**config.mk**
```make
export PLATFORM = sky130hd
export DESIGN_NAME = apb_master_bridge
export DESIGN_NICKNAME = d
export VERILOG_FILES = /design/src/rtl/apb_master_pkg.sv /design/src/rtl/apb_master_bridge_timeout_cnt.sv /design/src/rtl/apb_master_bridge.sv
export SDC_FILE = /design/constraint.sdc
export NUM_CORES = 1
export LEC_CHECK = 0
export CAP_MARGIN = 25
export CELL_PAD_IN_SITES_DETAIL_PLACEMENT = 0
export CELL_PAD_IN_SITES_GLOBAL_PLACEMENT = 1
export CORE_MARGIN = 1
export CORE_UTILIZATION = 34
export DETAILED_ROUTE_END_ITERATION = 8
export PLACE_DENSITY_LB_ADDON = 0.25
export SETUP_SLACK_MARGIN = 0.3
export SYNTH_ARGS = -nofsm -noshare
export SYNTH_HDL_FRONTEND = slang
export SYNTH_SLANG_ARGS = --single-unit
```
**constraint.sdc**
```tcl
create_clock -name CLK -period 3.9 [get_ports CLK]
set_input_delay 1.17 -clock CLK [delete_from_list [all_inputs] [get_ports CLK]]
set_output_delay 1.17 -clock CLK [all_outputs]
set_load 0.01 [all_outputs]
```
**src/rtl/apb_master_pkg.sv**
```systemverilog
// Shared types and defaults for the APB master bridge.
package apb_master_pkg;

  typedef enum logic [1:0] {
    IDLE   = 2'd0,
    SETUP  = 2'd1,
    ACCESS = 2'd2,
    RESP   = 2'd3
  } apb_state_e;

  localparam int DEFAULT_TIMEOUT_CYCLES = 255;

endpackage

```
**src/rtl/apb_master_bridge_timeout_cnt.sv**
```systemverilog
// Saturating ACCESS wait counter; flags the cycle on which the wait limit is reached.
module apb_timeout_cnt
  import apb_master_pkg::*;
#(
  parameter int TIMEOUT_CYCLES = DEFAULT_TIMEOUT_CYCLES
) (
  input  logic CLK,
  input  logic RSTN,
  input  logic i_clear,
  input  logic i_enable,
  output logic o_expired
);

  localparam int CW = (TIMEOUT_CYCLES < 1) ? 1 : $clog2(TIMEOUT_CYCLES + 1);
  localparam logic [CW-1:0] SAT  = (TIMEOUT_CYCLES == 0) ? {CW{1'b1}} : CW'(TIMEOUT_CYCLES);
  localparam logic [CW-1:0] LAST = (TIMEOUT_CYCLES == 0) ? '0 : CW'(TIMEOUT_CYCLES - 1);

  logic [CW-1:0] r_cnt;

  always_ff @(posedge CLK or negedge RSTN) begin
    if (!RSTN) begin
      r_cnt <= '0;
    end else if (i_clear) begin
      r_cnt <= '0;
    end else if (i_enable && (r_cnt != SAT)) begin
      r_cnt <= r_cnt + CW'(1);
    end
  end

  // Expired means this wait cycle is the one that brings the count to the limit.
  assign o_expired = (TIMEOUT_CYCLES != 0) && i_enable && (r_cnt >= LAST);

endmodule

```
**src/rtl/apb_master_bridge.sv**
```systemverilog
// Single-request APB master: request/response handshakes on one side, APB SETUP/ACCESS on the other.
// Handshakes: a transfer happens on a rising edge where valid and ready are both 1; valid, once raised, holds its payload stable until that edge.
module apb_master_bridge
  import apb_master_pkg::*;
#(
  parameter int APB_ADDR_WIDTH = 32,
  parameter int TIMEOUT_CYCLES = DEFAULT_TIMEOUT_CYCLES
) (
  input  logic                      CLK,
  input  logic                      RSTN,
  input  logic                      REQ_VALID,
  output logic                      REQ_READY,
  input  logic [APB_ADDR_WIDTH-1:0] REQ_ADDR,
  input  logic                      REQ_WRITE,
  input  logic [31:0]               REQ_WDATA,
  output logic                      RSP_VALID,
  input  logic                      RSP_READY,
  output logic [31:0]               RSP_RDATA,
  output logic                      RSP_ERR,
  output logic                      RSP_TIMEOUT,
  output logic [APB_ADDR_WIDTH-1:0] PADDR,
  output logic [31:0]               PWDATA,
  output logic                      PWRITE,
  output logic                      PSEL,
  output logic                      PENABLE,
  input  logic [31:0]               PRDATA,
  input  logic                      PREADY,
  input  logic                      PSLVERR,
  output apb_state_e                o_dbg_state
);

  apb_state_e                r_state;
  logic [APB_ADDR_WIDTH-1:0] r_paddr;
  logic [31:0]               r_pwdata;
  logic                      r_pwrite;
  logic                      r_psel;
  logic                      r_penable;
  logic                      r_rsp_valid;
  logic [31:0]               r_rsp_rdata;
  logic                      r_rsp_err;
  logic                      r_rsp_timeout;
  logic                      w_cnt_clear;
  logic                      w_cnt_enable;
  logic                      w_expired;

  assign w_cnt_clear  = (r_state == SETUP);
  assign w_cnt_enable = (r_state == ACCESS) && !PREADY;

  apb_timeout_cnt #(
    .TIMEOUT_CYCLES(TIMEOUT_CYCLES)
  ) u_timeout_cnt (
    .CLK      (CLK),
    .RSTN     (RSTN),
    .i_clear  (w_cnt_clear),
    .i_enable (w_cnt_enable),
    .o_expired(w_expired)
  );

  always_ff @(posedge CLK or negedge RSTN) begin
    if (!RSTN) begin
      r_state       <= IDLE;
      r_paddr       <= '0;
      r_pwdata      <= '0;
      r_pwrite      <= 1'b0;
      r_psel        <= 1'b0;
      r_penable     <= 1'b0;
      r_rsp_valid   <= 1'b0;
      r_rsp_rdata   <= '0;
      r_rsp_err     <= 1'b0;
      r_rsp_timeout <= 1'b0;
    end else begin
      case (r_state)
        IDLE: begin
          if (REQ_VALID) begin
            r_paddr   <= REQ_ADDR;
            r_pwrite  <= REQ_WRITE;
            r_pwdata  <= REQ_WDATA;
            r_psel    <= 1'b1;
            r_penable <= 1'b0;
            r_state   <= SETUP;
          end
        end
        SETUP: begin
          r_penable <= 1'b1;
          r_state   <= ACCESS;
        end
        ACCESS: begin
          // A slave completing on the limit cycle takes priority over the timeout.
          if (PREADY) begin
            r_rsp_rdata   <= r_pwrite ? 32'h0 : PRDATA;
            r_rsp_err     <= PSLVERR;
            r_rsp_timeout <= 1'b0;
            r_rsp_valid   <= 1'b1;
            r_psel        <= 1'b0;
            r_penable     <= 1'b0;
            r_state       <= RESP;
          end else if (w_expired) begin
            r_rsp_rdata   <= 32'h0;
            r_rsp_err     <= 1'b1;
            r_rsp_timeout <= 1'b1;
            r_rsp_valid   <= 1'b1;
            r_psel        <= 1'b0;
            r_penable     <= 1'b0;
            r_state       <= RESP;
          end
        end
        RESP: begin
          if (RSP_READY) begin
            r_rsp_valid <= 1'b0;
            r_state     <= IDLE;
          end
        end
        default: begin
          r_state   <= IDLE;
          r_psel    <= 1'b0;
          r_penable <= 1'b0;
        end
      endcase
    end
  end

  assign REQ_READY   = (r_state == IDLE);
  assign RSP_VALID   = r_rsp_valid;
  assign RSP_RDATA   = r_rsp_rdata;
  assign RSP_ERR     = r_rsp_err;
  assign RSP_TIMEOUT = r_rsp_timeout;
  assign PADDR       = r_paddr;
  assign PWDATA      = r_pwdata;
  assign PWRITE      = r_pwrite;
  assign PSEL        = r_psel;
  assign PENABLE     = r_penable;
  assign o_dbg_state = r_state;

endmodule

```
# == Yosys cells after proc, flatten, opt, wreduce, memory -nomap -nowiden ==
# Index checks and enable logic that the tools add are counted.
# word_totals
in_bits,103
reg_bits,112
# op_classes
n_addsub,1
order_cmp,1
mux,22
reduce_logical,16
n_eq_ne,7
# op_table
operator,n
$mux 32,3
$mux 8,2
$reduce_and 3->1,4
$mux 1,9
$add 8x1->8 const B,1
$ge 8x8->1 const B,1
$mux 2,4
$ne 8x8->1 const B,1
$pmux 2 s4,1
$reduce_bool 2->1,4
$eq 2x2->1 const B,2
$ne 2x2->1 const B,2
$pmux 1 s2,2
$reduce_and 2->1,2
$logic_and 1x1->1,3
$ne 3x2->1 const B,1
$pmux 1 s3,1
$reduce_bool 3->1,1
$eq 2x1->1 const B,1
$logic_not 2->1,1
$logic_not 1->1,1

# == Logic depth before layout (Yosys ltp) ==
# logic_depth
word_depth,6
mapped_depth,8
ltp_nobuf,6

# == Hierarchy ==
# From an unflattened synthesis, not the netlist that was laid out.
# hier_totals
hier_cells,367
area_unflattened_um2,4794.6
# by_module_without_submodules
mod,cells_each,area_per_inst_um2,instances
apb_master_bridge,315,4302.9,1
apb_timeout_cnt,52,491.7,1

# == Least setup slack after synthesis ==
# No wires, ideal clock.
# synth_timing
path_type,in2reg
startpoint,input port REQ_VALID
endpoint,"register r_paddr[0], in the netlist PADDR[0]"
path_slack_ns,1.813
arrival_time_ns,1.962
path_buffers,2
cell_stages,4
required_time_ns,3.775
setup_ns,0.125
path_cell_list,nand2_1 -> buf_2 -> buf_2 -> mux2_2
# synth_via
elab_chain_len,1
# synth_rtl
element,line,rtl
from (decl),apb_master_bridge.sv:11,"input logic REQ_VALID,"
$reduce_and 2->1 (no line),n/a,
to (signal assigned),apb_master_bridge.sv:62,r_paddr <= '0;
to (signal assigned),apb_master_bridge.sv:75,r_paddr <= REQ_ADDR;
to (decl),apb_master_bridge.sv:33,logic [APB_ADDR_WIDTH-1:0] r_paddr;
# No other way between the ends.
# A chain may end at the register's enable or synchronous reset.

# == Worst setup path in the final report ==
# layout_timing
startpoint,"register r_state[0], in the netlist o_dbg_state[0]"
endpoint,output port REQ_READY
# layout_via
elab_chain_len,1
# layout_rtl
element,line,rtl
from (decl),apb_master_bridge.sv:32,apb_state_e r_state;
from (signal assigned),apb_master_bridge.sv:61,r_state <= IDLE;
from (signal assigned),apb_master_bridge.sv:80,r_state <= SETUP;
from (signal assigned),apb_master_bridge.sv:85,r_state <= ACCESS;
$logic_not 2->1,apb_master_bridge.sv:122,assign REQ_READY = (r_state == IDLE);
to (decl),apb_master_bridge.sv:12,"output logic REQ_READY,"
# No other way between the ends.

==> results.md <==
- Share of layout cells above drive strength 1: 18.47%
- Most common library cell in the layout ignoring fill and taps: sky130_fd_sc_hd__clkdlybuf4s50_1
- Fraction of synthesized cell area taken by the top area cell type: a little over three fifths
- Number of endpoints with negative hold slack in the final report: 0
- DRC violations left: 0
- Share of synthesized area occupied by flip-flops and latches: 62.99%
- Overflow after GRT: 0
- Aggregate negative setup slack: 0 ns
- Via count normalized by instance count: 4.658
- Critical Path AT: 1.72 ns
- Initial Util: between 30% and 40%
- Warnings from Yosys: 0
- Beginning of the worst register-to-register path: o_dbg_state[0]
- Initial antenna violation count: 0
- Clock skew: around 0.0046 ns
- # hold bufs at CTS: 0
- Number of sinks driven by the clock tree: between 100 and 150
- Antenna violation net count after detailed routing: 0
- Crit-path slowest cell: sky130_fd_sc_hd__clkdlybuf4s50_1
- Total number of vias: around 3200
- Top achievable clock speed: 345.4 MHz
- Setup repair after global routing missed its margin: false
- WS Path Type: reg -> out
- Via count of the first global-routing pass: roughly 3100
- Cells on Worst Hold Path: 1
- Final-stage net count: 615
- Count of flip-flops with a built-in enable after synthesis: 0
- Die boundary height: 116.4 um
- Cell chosen for the clock root: sky130_fd_sc_hd__clkbuf_16
- Worst EP required: 2.73 ns
- Worst min path class: reg -> reg
- Top fanout value on the critical path: 6
- Area contributors post-synth: sky130_fd_sc_hd__dfrtp_1 63%, sky130_fd_sc_hd__mux2_2 17%, sky130_fd_sc_hd__a22o_1 6.3%
- Origin of the worst min-delay path: RSP_RDATA[8]
- Finish-stage setup viols: 0
- Worst ir drop on vdd: 0.4115 mV
- Power density over the cells: 752.1 mW/mm2
- First-pass GRT wire length: 16.43 mm
- Setup slack of the worst register-to-register path: 1.62 ns
- Min Clock Period, post-route: just under 3 ns
- Count of cell types in the netlist: 37
- Max-capacitance violation count: 0
- Fill count: 1095
- Final WL: 11.01 mm
- Post-synthesis cell count: 298
- Antenna diodes: 0
- Drt wl/cell: 16.17 um
- Net count after synthesis: 409
- Die area: 0.01355 mm2
- Delay of the slowest cell on the worst path: roughly 0.57 ns
- Largest net degree at the start of global routing: 61
- Count of routing violations after the opening detailed-route iteration: 129
- Worst max-slew margin expressed relative to the limit: 48.37%
- Final clock period utilization by the worst path: 74.23%
- Register bit count reported by yosys: 112
- Clock latency at the later pin of the worst-skew pair: 0.35 ns
- Clock tree buffer depth: 2
- Max H-tree Level: 3
- Std-Cell Rows: 41
- Critical path cell sequence: inv_1 -> ha_1 -> clkdlybuf4s50_1
- Prevailing post-synth register cell: sky130_fd_sc_hd__dfrtp_1
- Core area: 0.01267 mm2
- Transition time at the pin with the least slew margin: 0.7745 ns
- Worst Setup Start Kind: flop
- Boundary pin count: roughly 210
- Async set or reset register ratio after synthesis: between 90% and 100%
- Leakage component of the power: ~3.0 nW
- P&R area growth vs syn: 57.20%
- Mean instance size in the synthesized netlist: 14.93 um2
- Total global routing track utilization: 16.17%
- Width of the die: 116.4 um
- Length in cells of the worst reg-to-reg path: 6
- Worst hold path endpoint: RSP_RDATA[8]
- Final-layout worst hold slack: 0.5001 ns
- Count of buffers inserted at the top-level ports: 207
- Commonest cells after routing, fill and taps aside: 206 x sky130_fd_sc_hd__clkdlybuf4s50_1, 112 x sky130_fd_sc_hd__dfrtp_1, 67 x sky130_fd_sc_hd__mux2_2
- Critical path capture point type: output port
- Post-synthesis instance area: approximately 0.0044 mm2
- Estimated wirelength of the detail-placed design: ~8.0 mm
- Status: finished, final reports clean
- Number of resized instances in the post-cts repair step: 0
- Cell type contributing the most total cell area after synthesis: sky130_fd_sc_hd__dfrtp_1
- Clock-pin transition on the worst setup and hold timing paths: roughly 0.07 ns
- Post-CTS Setup Repair Bufs: 0
- Worst r2r dst: RSP_RDATA[9]
- TritonCTS clock tree: built
- Number of detailed-route iterations in the first pass: 4
- Cts bufs inserted: 9
- Count of final max-slew check failures: 0
- Routability cong.: 0.7575
synth_stat cells, types with 2 or more instances:
master                     number
sky130_fd_sc_hd__a211oi_1       4
sky130_fd_sc_hd__a21oi_1        4
sky130_fd_sc_hd__a22o_1        32
sky130_fd_sc_hd__buf_2          8
sky130_fd_sc_hd__buf_8          4
sky130_fd_sc_hd__clkbuf_1       3
sky130_fd_sc_hd__dfrtp_1      112
sky130_fd_sc_hd__ha_1           8
sky130_fd_sc_hd__inv_1         10
sky130_fd_sc_hd__mux2_2        67
sky130_fd_sc_hd__nand2_1        8
sky130_fd_sc_hd__nand3_1        2
sky130_fd_sc_hd__nand3b_1       2
sky130_fd_sc_hd__nor2_1         4
sky130_fd_sc_hd__nor3_1         3
sky130_fd_sc_hd__o21ai_0        5
sky130_fd_sc_hd__o311a_1        2
kinds of logic after synthesis:
group | after synthesis | synth area share, %
buf+inv | 26 | 3.600
simple gates | 28 | 3.487
xor+xnor | 1 | 0.1969
compound gates | 56 | 10.52
fa+ha+maj | 8 | 2.250
mux | 67 | 16.96
flops | 112 | 62.99
area by class of cell:
class	instances	area [um2]	area share [%]
clock buffers	10	229.0	3.274
clock inverters	6	93.84	1.342
inverters	10	37.54	0.5367
multi-input cells	160	1491	21.32
flip-flops and latches	112	2803	40.07
well taps	172	215.2	3.077
repair buffers	211	2125	30.38
routing by layer:
layer / up-vias / GRT usage (%) / routed length (um)
li1: 1484 / - / -
met1: 1577 / 19.69 / 4494
met2: 99 / 27.14 / 5589
met3: 12 / 5.449 / 752
met4: 0 / 4.786 / 174
met5: - / 0 / 0
critical path: cells and delay by family (launching register included):
kind | cells | cell delay [ns]
fa+ha+maj | 1 | 0.24
flops | 1 | 0.44
buf+inv | 2 | 0.70
state kept, by name, indices dropped and copies added (netlist names):
register             count
RSP_ERR                  1
RSP_TIMEOUT              1
PWDATA                  32
RSP_VALID                1
u_timeout_cnt.r_cnt      8
PSEL                     1
PWRITE                   1
o_dbg_state              2
PADDR                   32
PENABLE                  1
RSP_RDATA               32
worst max path at each step:
stage | slack (ns) | to | startpoint | depth (start not counted)
after floorplan | 1.81 | PADDR[0] | REQ_VALID | 4
after global placement | 0.97 | RSP_RDATA[15] | PREADY | 5
after detailed placement | 0.90 | RSP_RDATA[17] | PREADY | 5
after CTS | 0.97 | REQ_READY | o_dbg_state[0] | 3
after global routing | 0.89 | REQ_READY | o_dbg_state[0] | 3
final | 1.01 | REQ_READY | o_dbg_state[0] | 3
stage by stage:
step	utilization, %	area (um2)	setup WS (ns)	std cells	total power [mW]
floorplan	-	4449	1.813	298	3.017
global placement	52.65	6671	0.9656	665	4.277
detailed placement	52.65	6671	0.8998	665	4.328
CTS	55.20	6994	0.9686	681	5.346
global route	55.20	6994	0.8948	681	5.580
finish	55.20	6994	1.005	681	5.260
report_power, final:
group          leakage (nW)  internal [mW]  switching, mW
Combinational          1.46           1.45          0.884
Sequential             1.38           1.67          0.267
Clock                 0.153          0.567          0.420
Total                  2.99           3.69           1.57
(Power assumes the default switching activity.)
